### config.mk
export PLATFORM = sky130hd
export DESIGN_NAME = mult_arbiter_flat
export DESIGN_NICKNAME = d
export VERILOG_FILES = /design/src/rtl/mult_arbiter_if.sv /design/src/rtl/mult_arbiter.sv /design/src/flat_wrapper.sv
export SDC_FILE = /design/constraint.sdc
export NUM_CORES = 1
export LEC_CHECK = 0
export ABC_AREA = 1
export BUFFER_PORTS_ARGS = -buffer_cell sky130_fd_sc_hd__buf_2
export CAP_MARGIN = 25
export CORE_AREA = 2 2 182 184
export DETAILED_ROUTE_END_ITERATION = 16
export DIE_AREA = 0 0 184 186
export PLACE_DENSITY_LB_ADDON = 0.3
export SYNTH_ARGS = -nofsm -noshare
export SYNTH_HDL_FRONTEND = slang
export SYNTH_SLANG_ARGS = --single-unit
### constraint.sdc
create_clock -name clk -period 14.2 [get_ports clk]
set_input_delay 2.13 -clock clk [delete_from_list [all_inputs] [get_ports clk]]
set_output_delay 2.13 -clock clk [all_outputs]
set_load 0.03 [all_outputs]
### src/rtl/mult_arbiter_if.sv
// Requester-side and multiplier-side signals of the round-robin multiplier arbiter.
// The slave modport is the arbiter's view; master is the clients plus the multiplier.
interface mult_arbiter_if #(
   parameter int NUM_REQ = 4,
   parameter int ID_W    = $clog2(NUM_REQ)
);
   logic [NUM_REQ-1:0]    req;
   logic [NUM_REQ*32-1:0] req_a;
   logic [NUM_REQ*32-1:0] req_b;
   logic [NUM_REQ-1:0]    req_ack;
   logic [NUM_REQ-1:0]    resp_valid;
   logic [NUM_REQ-1:0]    resp_ready;
   logic [63:0]           resp_product;
   logic [ID_W-1:0]       resp_id;
   logic                  arb_busy;
   logic                  mult_start;
   logic [31:0]           mult_a;
   logic [31:0]           mult_b;
   logic                  mult_busy;
   logic [63:0]           mult_product;

   modport slave (
      input  req, req_a, req_b, resp_ready, mult_busy, mult_product,
      output req_ack, resp_valid, resp_product, resp_id, arb_busy,
             mult_start, mult_a, mult_b
   );

   modport master (
      output req, req_a, req_b, resp_ready, mult_busy, mult_product,
      input  req_ack, resp_valid, resp_product, resp_id, arb_busy,
             mult_start, mult_a, mult_b
   );
endinterface

### src/rtl/mult_arbiter.sv
// Round-robin arbiter sharing one sequential 32x32 multiplier between NUM_REQ clients.
// Operands are latched at grant, so the multiplier never sees client-side changes.
module mult_arbiter #(
   parameter int NUM_REQ = 4,
   parameter int ID_W    = $clog2(NUM_REQ)
) (
   input  logic          clk,
   input  logic          reset,
   mult_arbiter_if.slave bus
);
   typedef enum logic [2:0] {
      S_IDLE,
      S_LAUNCH,
      S_WAIT_BUSY,
      S_RUN,
      S_DONE
   } state_t;

   state_t              r_state;
   logic [ID_W-1:0]     r_last_grant;
   logic [ID_W-1:0]     r_resp_id;
   logic [31:0]         r_a;
   logic [31:0]         r_b;
   logic [63:0]         r_resp_product;
   logic [NUM_REQ-1:0]  r_req_ack;
   logic [NUM_REQ-1:0]  r_resp_valid;
   logic                r_mult_start;
   logic                r_arb_busy;

   logic                w_found;
   logic [ID_W-1:0]     w_grant;
   logic [ID_W-1:0]     w_cand;

   // Scan starts one past the last grant, so the last winner ends up lowest priority.
   always_comb begin
      // NOTE: every variable gets a default before the loop so no path holds a stale value (no latch).
      w_found = 1'b0;
      w_grant = '0;
      w_cand  = '0;
      for (int k = 1; k <= NUM_REQ; k++) begin
         w_cand = ID_W'((int'(r_last_grant) + k) % NUM_REQ);
         if (!w_found && bus.req[w_cand]) begin
            w_found = 1'b1;
            w_grant = w_cand;
         end
      end
   end

   // NOTE: non-blocking assignments throughout, so every register samples pre-edge values.
   always_ff @(posedge clk or posedge reset) begin
      if (reset) begin
         r_state        <= S_IDLE;
         r_last_grant   <= ID_W'(NUM_REQ - 1);
         r_resp_id      <= '0;
         r_a            <= '0;
         r_b            <= '0;
         r_resp_product <= '0;
         r_req_ack      <= '0;
         r_resp_valid   <= '0;
         r_mult_start   <= 1'b0;
         r_arb_busy     <= 1'b0;
      end else begin
         r_req_ack    <= '0;
         r_mult_start <= 1'b0;
         case (r_state)
            S_IDLE: begin
               if (w_found) begin
                  r_resp_id    <= w_grant;
                  r_last_grant <= w_grant;
                  r_a          <= bus.req_a[32*w_grant +: 32];
                  r_b          <= bus.req_b[32*w_grant +: 32];
                  r_req_ack    <= NUM_REQ'(1) << w_grant;
                  r_mult_start <= 1'b1;
                  r_arb_busy   <= 1'b1;
                  r_state      <= S_LAUNCH;
               end
            end
            S_LAUNCH: r_state <= S_WAIT_BUSY;
            S_WAIT_BUSY: begin
               if (bus.mult_busy) r_state <= S_RUN;
            end
            S_RUN: begin
               if (!bus.mult_busy) begin
                  r_resp_product <= bus.mult_product;
                  r_resp_valid   <= NUM_REQ'(1) << r_resp_id;
                  r_state        <= S_DONE;
               end
            end
            S_DONE: begin
               if (bus.resp_ready[r_resp_id]) begin
                  r_resp_valid <= '0;
                  r_arb_busy   <= 1'b0;
                  r_state      <= S_IDLE;
               end
            end
            default: r_state <= S_IDLE;
         endcase
      end
   end

   assign bus.req_ack      = r_req_ack;
   assign bus.resp_valid   = r_resp_valid;
   assign bus.resp_product = r_resp_product;
   assign bus.resp_id      = r_resp_id;
   assign bus.arb_busy     = r_arb_busy;
   assign bus.mult_start   = r_mult_start;
   assign bus.mult_a       = r_a;
   assign bus.mult_b       = r_b;
endmodule

### src/flat_wrapper.sv
// flat-port wrapper written by rule: the top's interface ports become plain ports
module mult_arbiter_flat 
#(
   parameter int NUM_REQ = 4,
   parameter int ID_W    = $clog2(NUM_REQ)
)
  (clk, reset, bus_req, bus_req_a, bus_req_b, bus_resp_ready, bus_mult_busy, bus_mult_product, bus_req_ack, bus_resp_valid, bus_resp_product, bus_resp_id, bus_arb_busy, bus_mult_start, bus_mult_a, bus_mult_b);
  mult_arbiter_if #(.NUM_REQ(NUM_REQ), .ID_W(ID_W)) bus_i ();
  input  logic clk;
  input  logic reset;
  input wire logic [$bits(bus_i.req)-1:0] bus_req;
  input wire logic [$bits(bus_i.req_a)-1:0] bus_req_a;
  input wire logic [$bits(bus_i.req_b)-1:0] bus_req_b;
  input wire logic [$bits(bus_i.resp_ready)-1:0] bus_resp_ready;
  input wire logic [$bits(bus_i.mult_busy)-1:0] bus_mult_busy;
  input wire logic [$bits(bus_i.mult_product)-1:0] bus_mult_product;
  output wire logic [$bits(bus_i.req_ack)-1:0] bus_req_ack;
  output wire logic [$bits(bus_i.resp_valid)-1:0] bus_resp_valid;
  output wire logic [$bits(bus_i.resp_product)-1:0] bus_resp_product;
  output wire logic [$bits(bus_i.resp_id)-1:0] bus_resp_id;
  output wire logic [$bits(bus_i.arb_busy)-1:0] bus_arb_busy;
  output wire logic [$bits(bus_i.mult_start)-1:0] bus_mult_start;
  output wire logic [$bits(bus_i.mult_a)-1:0] bus_mult_a;
  output wire logic [$bits(bus_i.mult_b)-1:0] bus_mult_b;
  assign bus_i.req = bus_req;
  assign bus_i.req_a = bus_req_a;
  assign bus_i.req_b = bus_req_b;
  assign bus_i.resp_ready = bus_resp_ready;
  assign bus_i.mult_busy = bus_mult_busy;
  assign bus_i.mult_product = bus_mult_product;
  assign bus_req_ack = bus_i.req_ack;
  assign bus_resp_valid = bus_i.resp_valid;
  assign bus_resp_product = bus_i.resp_product;
  assign bus_resp_id = bus_i.resp_id;
  assign bus_arb_busy = bus_i.arb_busy;
  assign bus_mult_start = bus_i.mult_start;
  assign bus_mult_a = bus_i.mult_a;
  assign bus_mult_b = bus_i.mult_b;
  mult_arbiter #(.NUM_REQ(NUM_REQ), .ID_W(ID_W)) u_core (.clk(clk), .reset(reset), .bus(bus_i));
endmodule
==> reports/summary.md <==
The tools report the first-pass iteration count of the detailed router as 5. The flow ran to the end, and the final reports show no timing, DRC or antenna violations. For the number of DRC markers in iteration 0, the log shows 532. The cell area that synthesis handed to floorplanning was 8630 um^2.

The starting density of the core is 0.268, and the upper clock frequency limit is 199 MHz. The count of cells along the worst hold path is 2, and the remaining antenna violation count after routing is 0. Ranked by instance count, the synthesized netlist is headed by 867 x sky130_fd_sc_hd__nand2_1, 143 x sky130_fd_sc_hd__dfrtp_1, 129 x sky130_fd_sc_hd__nand4_1. Subtracting the final worst setup slack from the clock period gives 5.02 ns. The power density over cell area was 320 nW/um^2; the clock slew at the register clock pins of the worst setup and hold paths was 0.07 ns. The number of different library cells used by synthesis comes to 29. Buffers inserted to repair hold after CTS numbered 0. In this design, the stage delay of the slowest critical-path cell is 0.80 ns. The run gives 0.364 as the final core utilization. The layout overhead on the synthesized area was 36.0%; the via total after detailed routing was 9928. After synthesis the netlist holds a flip-flop and latch count of 145.

The logs give 24900 um for the total half-perimeter wirelength after legalization and detailed placement and 0.324 for the normalized max-slew margin. The clock passes through at most 2 buffers. Entering global routing, the biggest net connects 97 pins. The post-detailed-route wirelength per cell came out at 16.1 um. Worst clock skew: 0.00980 ns. At the worst endpoint, the required time is 14.56 ns. The number of input and output port buffers inserted is 470. Gates resized during post-CTS repair numbered 0.

The count of flip-flops with a built-in enable after synthesis is 0. The run gives 7.17 nW as the leakage power of the design. The die is 186 um tall.

In this run the count of I/O pins placed on the die edge is 471. Clock tree synthesis found a total of 145 sinks. In this run the worst path has a maximum fanout of 96. At the pin with the least slew margin, the transition time is 1.01 ns.

Final period utilization: 0.353. In this run the post-CTS setup repair buffer count came out at 0. The run gives 5.38 ns as the arrival time of the worst setup path.

Final-report hold violation count: 0. The max-slew violation total from the final report was 0; the peak ir drop on the vdd network was 0.000211 V. The proportion of netlist area held by the largest area contributor was 0.415; the total power draw was 0.00375 W. In the post-synthesis netlist, the biggest area contributors are sky130_fd_sc_hd__dfrtp_1 41%, sky130_fd_sc_hd__nand2_1 38%, sky130_fd_sc_hd__nand4_1 9.4%. STA classifies the critical path endpoint as a flop. Counting stages on the worst path, the most repeated cell is sky130_fd_sc_hd__nand2_1. The tools report the remaining routing DRC violations as 0. Setup repair after global routing left no endpoint under its margin. The sum of negative setup slack was 0 ns.

The class of the tightest hold or removal check is flop to flop. Measured in cells, the most critical reg-to-reg path has a length of 15. Clock latency on the worst-skew pair, taken at its later pin, is 0.43 ns. The final RePlAce weighted congestion was 0.888.

Max-cap violations in this run came to 0. The region available for standard cell placement spans 32200 um^2. After global routing the overflow that remains totals 0. Synthesized netlist net count: 1644. TritonCTS built the clock tree. Cell taking the most area after synthesis: sky130_fd_sc_hd__dfrtp_1.

The layout net count came out at 2047. The first global-routing pass estimated 52300 um of wire. The cell with the biggest individual delay on the critical path was sky130_fd_sc_hd__buf_4.

Row generation in the floorplan step produced 66 rows. For this run, the leading register cell type out of synthesis is sky130_fd_sc_hd__dfrtp_1. The async set-reset flop share out of synthesis was 1.00; the ratio of routed vias to standard cells was 4.64. For the global routing usage summed across all routing layers, the log shows 0.196. The most frequent cell after synthesis was sky130_fd_sc_hd__nand2_1. Clock tree synthesis inserted a total of 17 buffers. Fraction of layout cells with a size suffix above 1: 0.311. The register area share after synthesis was 0.421.

Setup violations remaining at the end of the flow were counted as 0. STA classifies the critical path startpoint as a primary input. Wires add up to 34500 um. In this run the mean area of a mapped cell was 6.57 um^2.

After layout, the worst setup slack is 9.18 ns. In this run the clock root is driven by a sky130_fd_sc_hd__clkbuf_16. The die covers 34200 um^2. The via count of the first global-routing pass was 9508.

Traced cell by cell, the critical path runs through buf_2, inv_1, nand2_1, nand3_1, nand2_1, nor2_4, nand3_4, nand3_4, buf_4, nand2_1, nand2_1, nand2_1, nand2_1, nand2_1, nand2_1. The number of H-tree levels is 4. The number of instances in the synthesized netlist is 1313.

The worst setup path is of the primary input to flop kind. Area of all placed cells without fillers: 11700 um^2. The logs give 11100 um^2 for the placement-stage cell area and 5 for the number of antenna violations at the first check in global routing.

Before CTS, the worst setup slack after placement is 8.82 ns. The tools report the number of warnings issued by yosys as 0. Die span in x: 184 um.
-- power breakdown --
part	internal (W)	switching [W]	total, W
sequential	0.000608	0.000112	0.000720
combinational	0.000715	0.00184	0.00255
clock	0.000269	0.000212	0.000480
-- path summary, 6_finish.rpt --
check	from	slack, ns	endpoint
worst min register to register	u_core.bus.resp_product[7]	0.47	u_core.bus.resp_product[7]
max in group asynchronous	reset	11.22	u_core.bus.resp_product[31]
worst max-delay path	bus_req[3]	9.18	u_core.bus.mult_b[27]
worst max register to register	u_core.r_last_grant[0]	10.25	u_core.bus.mult_b[27]
worst min-delay path	u_core.bus.resp_product[7]	0.47	u_core.bus.resp_product[7]
min in group asynchronous	reset	1.82	u_core.bus.mult_b[23]
-- cell families (layout without fill, tap and decap cells) --
logic type,count (synthesis),in the layout,share of synthesized area
flip-flops,145,145,0.421
AND/OR/NAND/NOR,1037,1037,0.497
buffers and inverters,116,532,0.0712
other,0,3,0
AO/OA/AOI/OAI,15,15,0.0109
-- through the flow --
| step | instances | hold slack (ns) |
|---|---|---|
| after floorplan | 1313 | 0.511 |
| after global placement | 2104 | 0.449 |
| after detailed placement | 2104 | 0.453 |
| after CTS | 2136 | 0.470 |
| after global routing | 2139 | 0.489 |
| final | 2140 | 0.465 |
-- flip-flops by register name, summed over array words and instances (netlist names) --
signal	count
u_core.bus.arb_busy	1
u_core.bus.mult_a	32
u_core.r_state	3
u_core.r_last_grant	2
u_core.bus.resp_valid	4
u_core.bus.resp_product	64
u_core.bus.resp_id	2
u_core.bus.mult_b	32
u_core.bus.req_ack	4
u_core.bus.mult_start	1
-- metal layers --
metal  track usage  vias to the layer above  wire, um
met3        0.0524                       46      2790
met2         0.333                      419     16800
met1         0.244                     4492     14300
li1              -                     4967         -
met4        0.0573                        4       681
met5             0                        -        32
-- placed cells by master (no fill, tap or decap) --
cell and count:
sky130_fd_sc_hd__clkbuf_16 17, sky130_fd_sc_hd__inv_8 4, sky130_fd_sc_hd__nor2_1 11, sky130_fd_sc_hd__o21a_1 1, sky130_fd_sc_hd__nand2_2 6, sky130_fd_sc_hd__diode_2 3
sky130_fd_sc_hd__nor3_1 1, sky130_fd_sc_hd__nand4_1 129, sky130_fd_sc_hd__a31oi_1 1, sky130_fd_sc_hd__inv_2 5, sky130_fd_sc_hd__buf_16 1, sky130_fd_sc_hd__inv_1 10
sky130_fd_sc_hd__o21ai_0 2, sky130_fd_sc_hd__a21oi_1 2, sky130_fd_sc_hd__nand4_4 1, sky130_fd_sc_hd__dfrtp_1 143, sky130_fd_sc_hd__clkinv_8 1, sky130_fd_sc_hd__bufinv_16 2
sky130_fd_sc_hd__nand3_1 16, sky130_fd_sc_hd__nor2_4 3, sky130_fd_sc_hd__or2_2 1, sky130_fd_sc_hd__clkinvlp_4 1, sky130_fd_sc_hd__buf_4 12, sky130_fd_sc_hd__nand2_4 1
sky130_fd_sc_hd__dfstp_2 2, sky130_fd_sc_hd__nand3_4 2, sky130_fd_sc_hd__nand2_1 865, sky130_fd_sc_hd__o21ai_1 5, sky130_fd_sc_hd__buf_2 470, sky130_fd_sc_hd__o41ai_1 4
sky130_fd_sc_hd__and2_1 1, sky130_fd_sc_hd__inv_6 7, sky130_fd_sc_hd__clkinv_4 2
-- critical path, delay by kind of cell --
| kind | cells | cell delay, ns |
|---|---|---|
| buffers and inverters | 3 | 0.95 |
| AND/OR/NAND/NOR | 12 | 2.16 |
-- cell type report --
cell class | count | area [um^2]
inverters | 17 | 73.8
well taps | 408 | 510
fillers | 3481 | 20500
diodes | 3 | 7.51
flip-flops and latches | 145 | 3630
repair buffers | 483 | 2470
multi-input cells | 1052 | 4430
clock buffers | 17 | 425
clock inverters | 15 | 190
Note: power is estimated with default switching activity, not from simulation.
